--- config.mk ---
export PLATFORM = sky130hd
export DESIGN_NAME = instr_fetch_queue
export DESIGN_NICKNAME = d
export VERILOG_FILES = /design/src/rtl/tortoise_pkg.sv /design/src/rtl/fetch_group_compact.sv /design/src/rtl/instr_fetch_queue.sv
export SDC_FILE = /design/constraint.sdc
export NUM_CORES = 2
export LEC_CHECK = 0
export CORE_ASPECT_RATIO = 1.75
export CORE_UTILIZATION = 44
export DETAILED_ROUTE_END_ITERATION = 8
export PLACE_DENSITY = 0.69
export SYNTH_ARGS = -nofsm -noshare
export SYNTH_HDL_FRONTEND = slang
export SYNTH_SLANG_ARGS = --single-unit
export TNS_END_PERCENT = 100
--- constraint.sdc ---
create_clock -name clk_i -period 16.7 [get_ports clk_i]
set_clock_uncertainty 0.1 [all_clocks]
set_input_delay 3.34 -clock clk_i [delete_from_list [all_inputs] [get_ports clk_i]]
set_output_delay 3.34 -clock clk_i [all_outputs]
set_load 0.01 [all_outputs]
--- src/rtl/tortoise_pkg.sv ---
// Shared frontend types: fetch entries with their exception and branch-prediction side info.
package tortoise_pkg;

    localparam int unsigned XLEN            = 32;
    localparam int unsigned INSTR_PER_FETCH = 2;
    localparam int unsigned IFQ_DEPTH       = 8;
    localparam int unsigned IFQ_CNT_W       = $clog2(IFQ_DEPTH) + 1;

    typedef struct packed {
        logic       valid;
        logic [3:0] cause;
    } exception_t;

    typedef struct packed {
        logic            is_taken;
        logic [XLEN-1:0] target;
    } sbe_predict_t;

    typedef struct packed {
        logic            valid;
        logic [XLEN-1:0] pc;
        logic [XLEN-1:0] instr;
        exception_t      ex;
        sbe_predict_t    predict;
    } fetch_entry_t;

    localparam int unsigned FETCH_ENTRY_W = $bits(fetch_entry_t);

endpackage

--- src/rtl/fetch_group_compact.sv ---
// Drops entries younger than a taken prediction or exception and packs survivors toward slot 0.
module fetch_group_compact
    import tortoise_pkg::*;
#(
    parameter int unsigned N  = 2,
    parameter int unsigned KW = $clog2(N) + 1
) (
    input  logic [N-1:0][FETCH_ENTRY_W-1:0] group_i,
    output logic [N-1:0][FETCH_ENTRY_W-1:0] packed_o,
    output logic [KW-1:0]                   kept_o
);

    fetch_entry_t  entry;
    logic          stop;
    logic [KW-1:0] idx;

    always_comb begin
        packed_o = '0;
        kept_o   = '0;
        entry    = '0;
        stop     = 1'b0;
        idx      = '0;
        for (int k = 0; k < N; k++) begin
            entry = fetch_entry_t'(group_i[k]);
            if (entry.valid && !stop) begin
                packed_o[idx] = group_i[k];
                idx           = idx + KW'(1);
            end
            // the redirecting entry itself survives; only younger slots are squashed
            if (entry.valid && (entry.ex.valid || entry.predict.is_taken)) begin
                stop = 1'b1;
            end
        end
        kept_o = idx;
    end

endmodule

--- src/rtl/instr_fetch_queue.sv ---
// Fetch queue between frontend and decode: filters/compacts fetch groups, buffers them, hands one entry per cycle.
// Optional IFQ_BYPASS_EN: zero-latency forwarding of the first kept entry when the queue is empty.
module instr_fetch_queue #(
    parameter int unsigned INSTR_PER_FETCH = tortoise_pkg::INSTR_PER_FETCH,
    parameter int unsigned DEPTH           = tortoise_pkg::IFQ_DEPTH
) (
    input  logic                                                  clk_i,
    input  logic                                                  rst_ni,
    input  logic                                                  flush_i,
    input  logic [INSTR_PER_FETCH-1:0][tortoise_pkg::FETCH_ENTRY_W-1:0] fetch_i,
    input  logic                                                  fetch_valid_i,
    output logic                                                  fetch_ready_o,
    output logic [tortoise_pkg::FETCH_ENTRY_W-1:0]                decode_o,
    output logic                                                  decode_valid_o,
    input  logic                                                  decode_ready_i,
    output logic [$clog2(DEPTH):0]                                count_o
);

    import tortoise_pkg::*;

    localparam int unsigned PTR_W = $clog2(DEPTH);
    localparam int unsigned CNT_W = $clog2(DEPTH) + 1;
    localparam int unsigned KW    = $clog2(INSTR_PER_FETCH) + 1;

    logic [FETCH_ENTRY_W-1:0]                       mem [DEPTH];
    logic [PTR_W-1:0]                               rd_ptr;
    logic [PTR_W-1:0]                               wr_ptr;
    logic [CNT_W-1:0]                               count;
    logic [INSTR_PER_FETCH-1:0][FETCH_ENTRY_W-1:0]  kept_entries;
    logic [KW-1:0]                                  kept_cnt;
    logic [KW-1:0]                                  push_cnt;
    logic                                           push;
    logic                                           pop;
    logic                                           skip;

    fetch_group_compact #(
        .N  (INSTR_PER_FETCH),
        .KW (KW)
    ) u_compact (
        .group_i  (fetch_i),
        .packed_o (kept_entries),
        .kept_o   (kept_cnt)
    );

    // credit comes from the registered count only, never from a same-cycle pop
    assign fetch_ready_o = (CNT_W'(DEPTH) - count) >= CNT_W'(INSTR_PER_FETCH);
    assign push          = fetch_valid_i && fetch_ready_o && !flush_i;
    assign count_o       = count;

`ifdef IFQ_BYPASS_EN
    logic bypass;
    assign bypass         = (count == '0) && push && (kept_cnt != '0);
    assign decode_valid_o = bypass || ((count != '0) && !flush_i);
    assign decode_o       = bypass ? kept_entries[0] : ((count != '0) ? mem[rd_ptr] : '0);
    assign skip           = bypass && decode_ready_i;
    assign pop            = decode_valid_o && decode_ready_i && !bypass;
`else
    assign decode_valid_o = (count != '0) && !flush_i;
    assign decode_o       = (count != '0) ? mem[rd_ptr] : '0;
    assign skip           = 1'b0;
    assign pop            = decode_valid_o && decode_ready_i;
`endif

    assign push_cnt = push ? (kept_cnt - KW'(skip)) : '0;

    always_ff @(posedge clk_i or negedge rst_ni) begin
        if (!rst_ni) begin
            rd_ptr <= '0;
            wr_ptr <= '0;
            count  <= '0;
        end else if (flush_i) begin
            rd_ptr <= '0;
            wr_ptr <= '0;
            count  <= '0;
        end else begin
            wr_ptr <= wr_ptr + PTR_W'(push_cnt);
            rd_ptr <= rd_ptr + PTR_W'(pop);
            count  <= count + CNT_W'(push_cnt) - CNT_W'(pop);
        end
    end

    // storage is deliberately unreset; a forwarded entry (skip) is not written
    always_ff @(posedge clk_i) begin
        if (push) begin
            for (int i = 0; i < INSTR_PER_FETCH; i++) begin
                if (!(skip && (i == 0)) && (KW'(i) < kept_cnt)) begin
                    mem[wr_ptr + PTR_W'(i) - PTR_W'(skip)] <= kept_entries[i];
                end
            end
        end
    end

endmodule

* After elaboration in Yosys (flattened, before gate mapping)
Memories as Yosys holds them, arrays and structs flattened. Cells that the tools add are included.
Cells by class: reduce and logical (&&, ||, !) cells 11, multiplexer cells 19, order comparisons 5, add/subtract/negate cells 7
Operators with widths (number):
- 103-bit two-way mux | 3
- 206-bit bitwise mux | 1
- 206-bit two-way mux | 1
- 103-bit demux with 1-bit select | 1
- 1-bit two-way mux | 8
- 1-bit logical AND | 7
- 3-bit two-way mux | 2
- 4-bit by 2-bit adder with 4-bit output | 1
- 4-bit by 2-bit greater-or-equal comparator with 1-bit output, second input constant | 1
- 1-bit by 2-bit less-than comparator with 1-bit output, first input constant | 2
- 2-bit two-way mux | 2
- 4-bit two-way mux | 1
- 4-bit nonzero test | 1
- 4-bit by 1-bit subtractor with 4-bit output | 1
- 4-bit subtractor, first input constant | 1
- 3-bit by 1-bit adder with 3-bit output | 1
- 3-bit by 1-bit adder with 3-bit output, second input constant | 1
- 3-bit by 2-bit adder with 3-bit output | 1
- 1-bit by 1-bit adder with 2-bit output, second input constant | 1
- 1-bit logical NOT | 2
- 1-bit by 2-bit less-than comparator with 1-bit output, second input constant | 1
- 1-bit greater-or-equal comparator, second input constant | 1
- 1-bit logical OR | 1
Word-level totals: memories kept 1, input port bits 211, output and inout port bits 109, memory bits (writable) 824, flip-flop bits (word level) 10
Memories:
- mem | words 8, bits a word 103, rd ports 1, clocked after memory_dff 0, write ports 2, RTL line instr_fetch_queue.sv:25 | logic [FETCH_ENTRY_W-1:0] mem [DEPTH];

* Longest topological paths before layout
depth in word-level cells 10, depth in mapped cells 14

* By module
A second synthesis with hierarchy kept.
Second synthesis, totals: cell total of the unflattened synthesis 2562, area total of the unflattened synthesis 45497.4 µm²
Modules (own cells, without submodules):
- instr_fetch_queue | cells an instance 2317, instances 1, seq. area each 24994.0 µm², area an instance 43710.7 µm²
- fetch_group_compact | cells an instance 245, instances 1, seq. area each 0.0 µm², area an instance 1786.7 µm²

* Least setup slack after synthesis
OpenSTA, ideal clock, no wires.
path type input-to-reg, start point input port fetch_i[102] (netlist name), end point memory mem[1][0] (netlist name) (enable), slack 1.345 ns, buffers on the path 2, cell stages on the path 4, setup time 0.844 ns, arrival time 14.410 ns, data required time 15.756 ns, cell sequence clkbuf_1 -> clkbuf_1 -> nor2_1 -> o41ai_1
RTL lines:
- start: declaration | RTL line instr_fetch_queue.sv:10 | input logic [INSTR_PER_FETCH-1:0][tortoise_pkg::FETCH_ENTRY_W-1:0] fetch_i,
- end: declaration | RTL line instr_fetch_queue.sv:25

* Final worst setup path
start point register rd_ptr[1], end point output port decode_o[56] (netlist name)
On the way: cells in the longest elaborated chain, start to end 2
RTL lines:
- start: declaration | RTL line instr_fetch_queue.sv:26 | logic [PTR_W-1:0] rd_ptr;
- start signal: assignment | RTL line instr_fetch_queue.sv:77 | rd_ptr <= rd_ptr + PTR_W'(pop);
- memory read 8 x 103 bit
- 103-bit two-way mux | RTL line instr_fetch_queue.sv:59 | assign decode_o = (count != '0) ? mem[rd_ptr] : '0;
- end: declaration | RTL line instr_fetch_queue.sv:13 | output logic [tortoise_pkg::FETCH_ENTRY_W-1:0] decode_o,
Every way passes these cells.

==> results.yml <==
synth:
  async_reset_ff_share_pct: 1.199
  synth_edf_count: 824
  synthesis.nets: 2793
  synthCells: 2567
  synth_area_sq_mm: 0.04225
  yosys_warnings: 0
  synthDistinctLibCells: 33
  ys_seq_area_share_pct: 59.15
  avgSynthCellArea_sq_um: 16.46
  ys_ff_latch: 834
  synth_flop_cell: "edfxtp_1"
global_routing:
  grt_max_degree: 111
  grt_overflow: 0
  grt_pass1_wl_microns: 174600
  grt_pass1_vias: 27520
  grt_usage_pct: 24.33
  antenna_found_initial: 0
timing:
  setup-tns-final_ps: 0
  setup_viol: 0
  worst_pin_slew_ps: 1207
  grt_setup_unrepaired: "false"
  final.period_utilization_pct: 50.21
  max_freq_mhz: 119.2
  hold_viol_final: 0
  maxSlewHeadroom_pct: 18.98
  maxSlewViolCount: 0
  fin_ws_ps: 8314
  fin_crit_ps: 8386
worst_setup_path:
  path_cells: "buf_4, buf_4, mux4_2, mux2i_1, nor2_1, clkdlybuf4s50_1"
  setup.worst_path.start: "rd_ptr[1]"
  worstPathArrival_ps: 4950
  cpMaxStageDelayCell: "dfrtp_4"
  critPathTopFamily: "buffers and inverters"
  critPathCaptureType: "output pin"
  max_stage_delay_ps: 1030
  critPathRequiredTime_ps: 13260
  ff2ff_setup_slack_ps: 12070
  reg2reg_to: "mem[2][64]"
  r2r_start: "count_o[0]"
  rr_worst_depth: 7
  cp-start-kind: "register"
  crit_fanout: 60
  crit_type: "reg2out"
  path_buf_inv: 3
  path_common_cell: "buf_4"
finish:
  final_cell_mix: "mux2i_1, edfxtp_1, clkdlybuf4s50_1"
  n_antenna_cell: 0
  final_common_cell: "mux2i_1"
  seqCellArea_sq_mm: 0.02501
  syn_to_final_growth_pct: 16.06
  final_nets: 3037
  n_fill_cell: 7862
  multiInputGateArea_sq_mm: 0.01627
  drive_gt1_share_pct: 13.51
clock_tree:
  cts_buffer_depth: 3
  ctsHoldBuffers: 0
  cts_setup_buffers: 0
  cts_buffers: 78
  worstSkewPairLatency_ps: 660
  clkSinkCount: 834
  htreeDepth: 3
  cts_tree: "yes"
  cts_resized: 0
  cts_root_buf: "clkbuf_16"
  cts.clk_slew.worst_paths_ps: 70
placed_design:
  place.gp.congestion: 0.7809
  hpwlAfterDp_microns: 65470
  preCtsSetupSlack_ps: 8490
  numPortBuffers: 319
detailed_routing:
  via_per_inst: 6.114
  wl_per_cell_microns: 28.88
  ant_nets: 0
  dr.pass1.iters: 8
  drt_wl_total_microns: 118000
  vias: 24990
  first_iter_violations: 2137
  drcViolationCount: 1
floorplan:
  dieArea_sq_mm: 0.09732
  fp-row-count: 150
  core-area_sq_mm: 0.09534
  start_util_pct: 44.32
  fp.dieW_microns: 236.3
  die_y_microns: 411.9
  ios: 320
hold_path:
  min_path_cells: 2
  min_to: "count_o[0]"
  hp-start: "count_o[0]"
  worst_hold_path_type: "reg2reg"
power_and_ir_drop:
  p_leak_nw: 20.59
  ir_worst_vdd_uv: 125.8
  p_total_mw: 5.759
  powerDensity_mw_per_mm2: 117.4
outcome:
  status: "finished, violations left"
  violations: "design-rule violations"
flow_run:
  maxCapViolations: 0
[kinds of logic (layout without fill, tap and decap cells)]
family                   after synthesis  after routing  share of synthesized area [%]
flip-flops                           834            834                          59.15
multiplexers                        1125           1125                          32.75
buffers and inverters                208            512                          2.712
AO/OA/AOI/OAI                        130            130                          2.387
AND/OR/NAND/NOR                      246            246                          2.313
XOR/XNOR                               9              9                         0.2043
adder cells (fa/ha/maj)               15             15                         0.4797
[through the flow]
stage	instance area, sq um	hold slack, ps	util (%)	cells
after floorplan	42250	483.3	-	2567
after global placement	46410	603.3	48.68	3947
after detailed placement	46410	624.4	48.68	3947
after CTS	49030	646.9	51.43	4087
after global routing	49040	719.5	51.44	4087
final	49040	646.6	51.44	4087
[per-layer routing]
metal  GRT usage (%)  part of all wire (%)  vias to the layer above
met5               0                     0                        -
met2           42.91                    51                      976
met4           9.561                   3.7                        0
met1           29.72                    39                    13050
li1                -                     -                    10750
met3           4.002                   6.3                      212
[state kept, by name, indices dropped and copies added (netlist names)]
register / count
mem: 824
wr_ptr: 3
rd_ptr: 3
count_o: 4
[worst max path at each step]
stage	end	slack [ps]	depth (start not counted)
after global placement	decode_valid_o	8450	3
after CTS	decode_o[56]	8190	6
final	decode_o[56]	8310	6
after floorplan	mem[1][0]	1350	4
after detailed placement	decode_valid_o	8490	3
after global routing	decode_o[24]	8210	6
[cell type report]
type / instances / share of cell area (%)
inverters: 11 / 0.08420
multi-input cells: 1525 / 33.18
clock buffers: 94 / 4.274
repair buffers: 361 / 7.302
clock inverters: 46 / 1.069
flip-flops and latches: 834 / 50.99
well taps: 1216 / 3.103
[Yosys cell counts (3+ instances only)]
library cell  number  area (sq um)
edfxtp_1         824         24740
o21ai_0            3         15.01
buf_6             24         270.3
nand2_1          111         416.7
o211ai_2           8         100.1
nor2_1           113         424.2
buf_1             20         75.07
nor2b_1            7         43.79
and2_1             6         37.54
clkbuf_1          71         266.5
nor3_1             4         20.02
xnor2_1            6         52.55
mux4_2           206          4639
buf_4             33         247.7
dfrtp_1           10         250.2
inv_1             10         37.54
a22oi_1          101         758.2
mux2i_1          919          9199
ha_1              13         162.7
a21o_1             8         60.06
o41ai_1            6         52.55
buf_2             49         245.2
[power by group]
group,internal [mW],switching [mW],total [mW]
Clock,1.07,0.795,1.86
Combinational,0.669,0.776,1.45
Sequential,2.41,0.0389,2.45
[tightest hold or removal path, cell delays in order (launching register included)]
cell and delay (ps):
dfrtp_1 420, ha_1 150, nor2b_1 130
Power figures use the tool's default switching activity.
==> RTL change (same settings) <==
The option `IFQ_BYPASS_EN` is turned on by a define.
--- a/src/rtl/instr_fetch_queue.sv
+++ b/src/rtl/instr_fetch_queue.sv
@@ -1,4 +1,6 @@
 // Fetch queue between frontend and decode: filters/compacts fetch groups, buffers them, hands one entry per cycle.
 // Optional IFQ_BYPASS_EN: zero-latency forwarding of the first kept entry when the queue is empty.
+`define IFQ_BYPASS_EN
+
 module instr_fetch_queue #(
     parameter int unsigned INSTR_PER_FETCH = tortoise_pkg::INSTR_PER_FETCH,
Behaviour: not the same (Yosys sat finds a counterexample within 4 cycles, from zero or initial values and one cycle with rst_ni low).
==> RTL change against the unedited design <==
Non-clock buffer count increased by 9. Sequential cell count unchanged. Total power is 1.9% higher. First-iteration DRC count increased by 11%. Design area grew 1.1%. Area after synthesis is 1.4% higher. Wire length grew 9.5%. Setup slack got worse by 2100 ps. Critical path type is now in -> out. Highest routed layer is now met5.
==> RTL change: results (changes against the unedited design) <==
| Metric | Value |
|---|---|
| Status | `finished, final reports clean` |
| Leakage power | `20.51 nW (-0.36%)` |
| Synth Area in Adders | `0.005316 (+0.0005189)` |
| Inst Count DP | `4,263 (+8.0%)` |
| P_sw | `1.748 mW (+8.6%)` |
| Multi-input comb cells | `1,747 (+15%)` |
| Hold EP | `wr_ptr[0]` |
| CP max stage delay | `890 ps (-140 ps)` |
| Critical Path Fanout Max | `54 (-10%)` |
| DRT met1 WL | `49,410 um (+7.9%)` |
| First-pass GRT wire length | `189,300 um (+8.4%)` |
| Synth cell count leaders | `mux2i_1 (1,022), edfxtp_1 (824), a22oi_1 (204)` |
| Non-clk bufs | `370 (+2.5%)` |
| Initial antenna violation count | `6 (+6)` |
| Hold_sp | `wr_ptr[0]` |
| Met2 WL | `66,510 um (+10%)` |
| Post-synthesis net count | `3,054 (+9.3%)` |
| Seq/Total Area, Yosys | `0.5835 (-0.008052)` |
| Per-cell routed wire length | `29.35 um (+1.6%)` |
| Met2 usage | `0.4604 (+0.03130)` |
| Fill cells | `8,141 (+3.5%)` |
| Placement Cell Area | `0.04717 mm^2 (+1.6%)` |
| Final period util | `0.6267 (+0.1246)` |
| Non-clk invs | `12 (+1)` |
| Ranking of synthesized cells by area | `edfxtp_1 (58%), mux2i_1 (24%), mux4_2 (5.4%)` |
| Non-clock buffering overhead | `0.07432 (+0.001294)` |
| Routed vias/inst | `6.276 (+2.6%)` |
| GRT Resource Usage Total | `0.2601 (+0.01683)` |
| Slew headroom | `0.2190 (+0.02920)` |
| Finished Layout Cells | `4,404 (+7.8%)` |
| Final net count | `3,271 (+7.7%)` |
| Hold path depth | `2 (unchanged)` |
| Initial DRC count | `2,369 (+11%)` |
| Number of diodes | `1 (+1)` |
| Area of the multi-input gates | `0.01681 mm^2 (+3.3%)` |
| DRC | `0 (-1)` |
| Launch point of the worst path | `flush_i` |
| Final-layout clock buffer total | `93 (-1.1%)` |
| Critical Path End | `decode_o[51]` |
| Met3 Routed Length | `9753 um (+31%)` |
| XOR/XNOR Fraction of Synth Area | `0.002629 (+0.0005856)` |
| Reg2reg path depth | `9 (+2)` |
| Compound-cell area share of the yosys netlist | `0.07185 (+0.04799)` |
| Largest net degree at the start of global routing | `123 (+11%)` |
| Post-synthesis average cell area | `15.16 um^2 (-7.9%)` |
| WHS | `604.8 ps (-41.78 ps)` |
| Mux contribution to synthesized area | `0.2930 (-0.03454)` |
| Post-synthesis cell count | `2,826 (+10%)` |
| Reg-to-Reg End | `mem[2][66]` |
| FF-to-FF setup slack | `10,990 ps (-1080 ps)` |
| Critical path arrival | `7030 ps (+2080 ps)` |
| GPL Wtd Cong | `0.7770 (-0.50%)` |
| GRT met3 Usage | `0.03923 (-0.0007954)` |
| Drt first pass iters | `7 (-1)` |
| GR Layer Usage met1 | `0.3220 (+0.02478)` |
| Worst VDD drop | `94.82 uV (-25%)` |
| Clock network area share | `0.04894 (-0.004489)` |
| Highest metal used | `met5` |
| Syn-to-layout area delta | `15.79%` |
| Critical path's slowest cell | `clkdlybuf4s50_1` |
==> RTL change: cell count changes in the layout (fill, tap and decap cells not counted), moves of 5 or more <==
cell       delta
clkinv_2      +6
o211ai_1    +104
mux4_2      -103
a22oi_1     +103
nor2_1      -104
buf_4         +6
bufinv_16     -5
mux2i_1     +103
o21ai_0     +103
==> RTL change: worst min-delay path, stage by stage (launching register included) <==
cell and delay (ps):
dfrtp_1 400, ha_1 150, nor2b_1 120
==> RTL change: power by group through the flow <==
stage | logic (mW) | clock network (mW) | registers [mW]
finish | 1.63 | 1.76 | 2.48
global route | 1.72 | 1.85 | 2.49
CTS | 1.63 | 1.79 | 2.48
detailed placement | 1.63 | 0 | 2.53
global placement | 1.61 | 0 | 2.52
floorplan | 0.887 | 0 | 2.54
==> RTL change: cell families after synthesis <==
family / count (synthesis)
AND/OR/NAND/NOR: 151
multiplexers: 1125
XOR/XNOR: 12
AO/OA/AOI/OAI: 442
buffers and inverters: 245
flip-flops: 834
adder cells (fa/ha/maj): 17
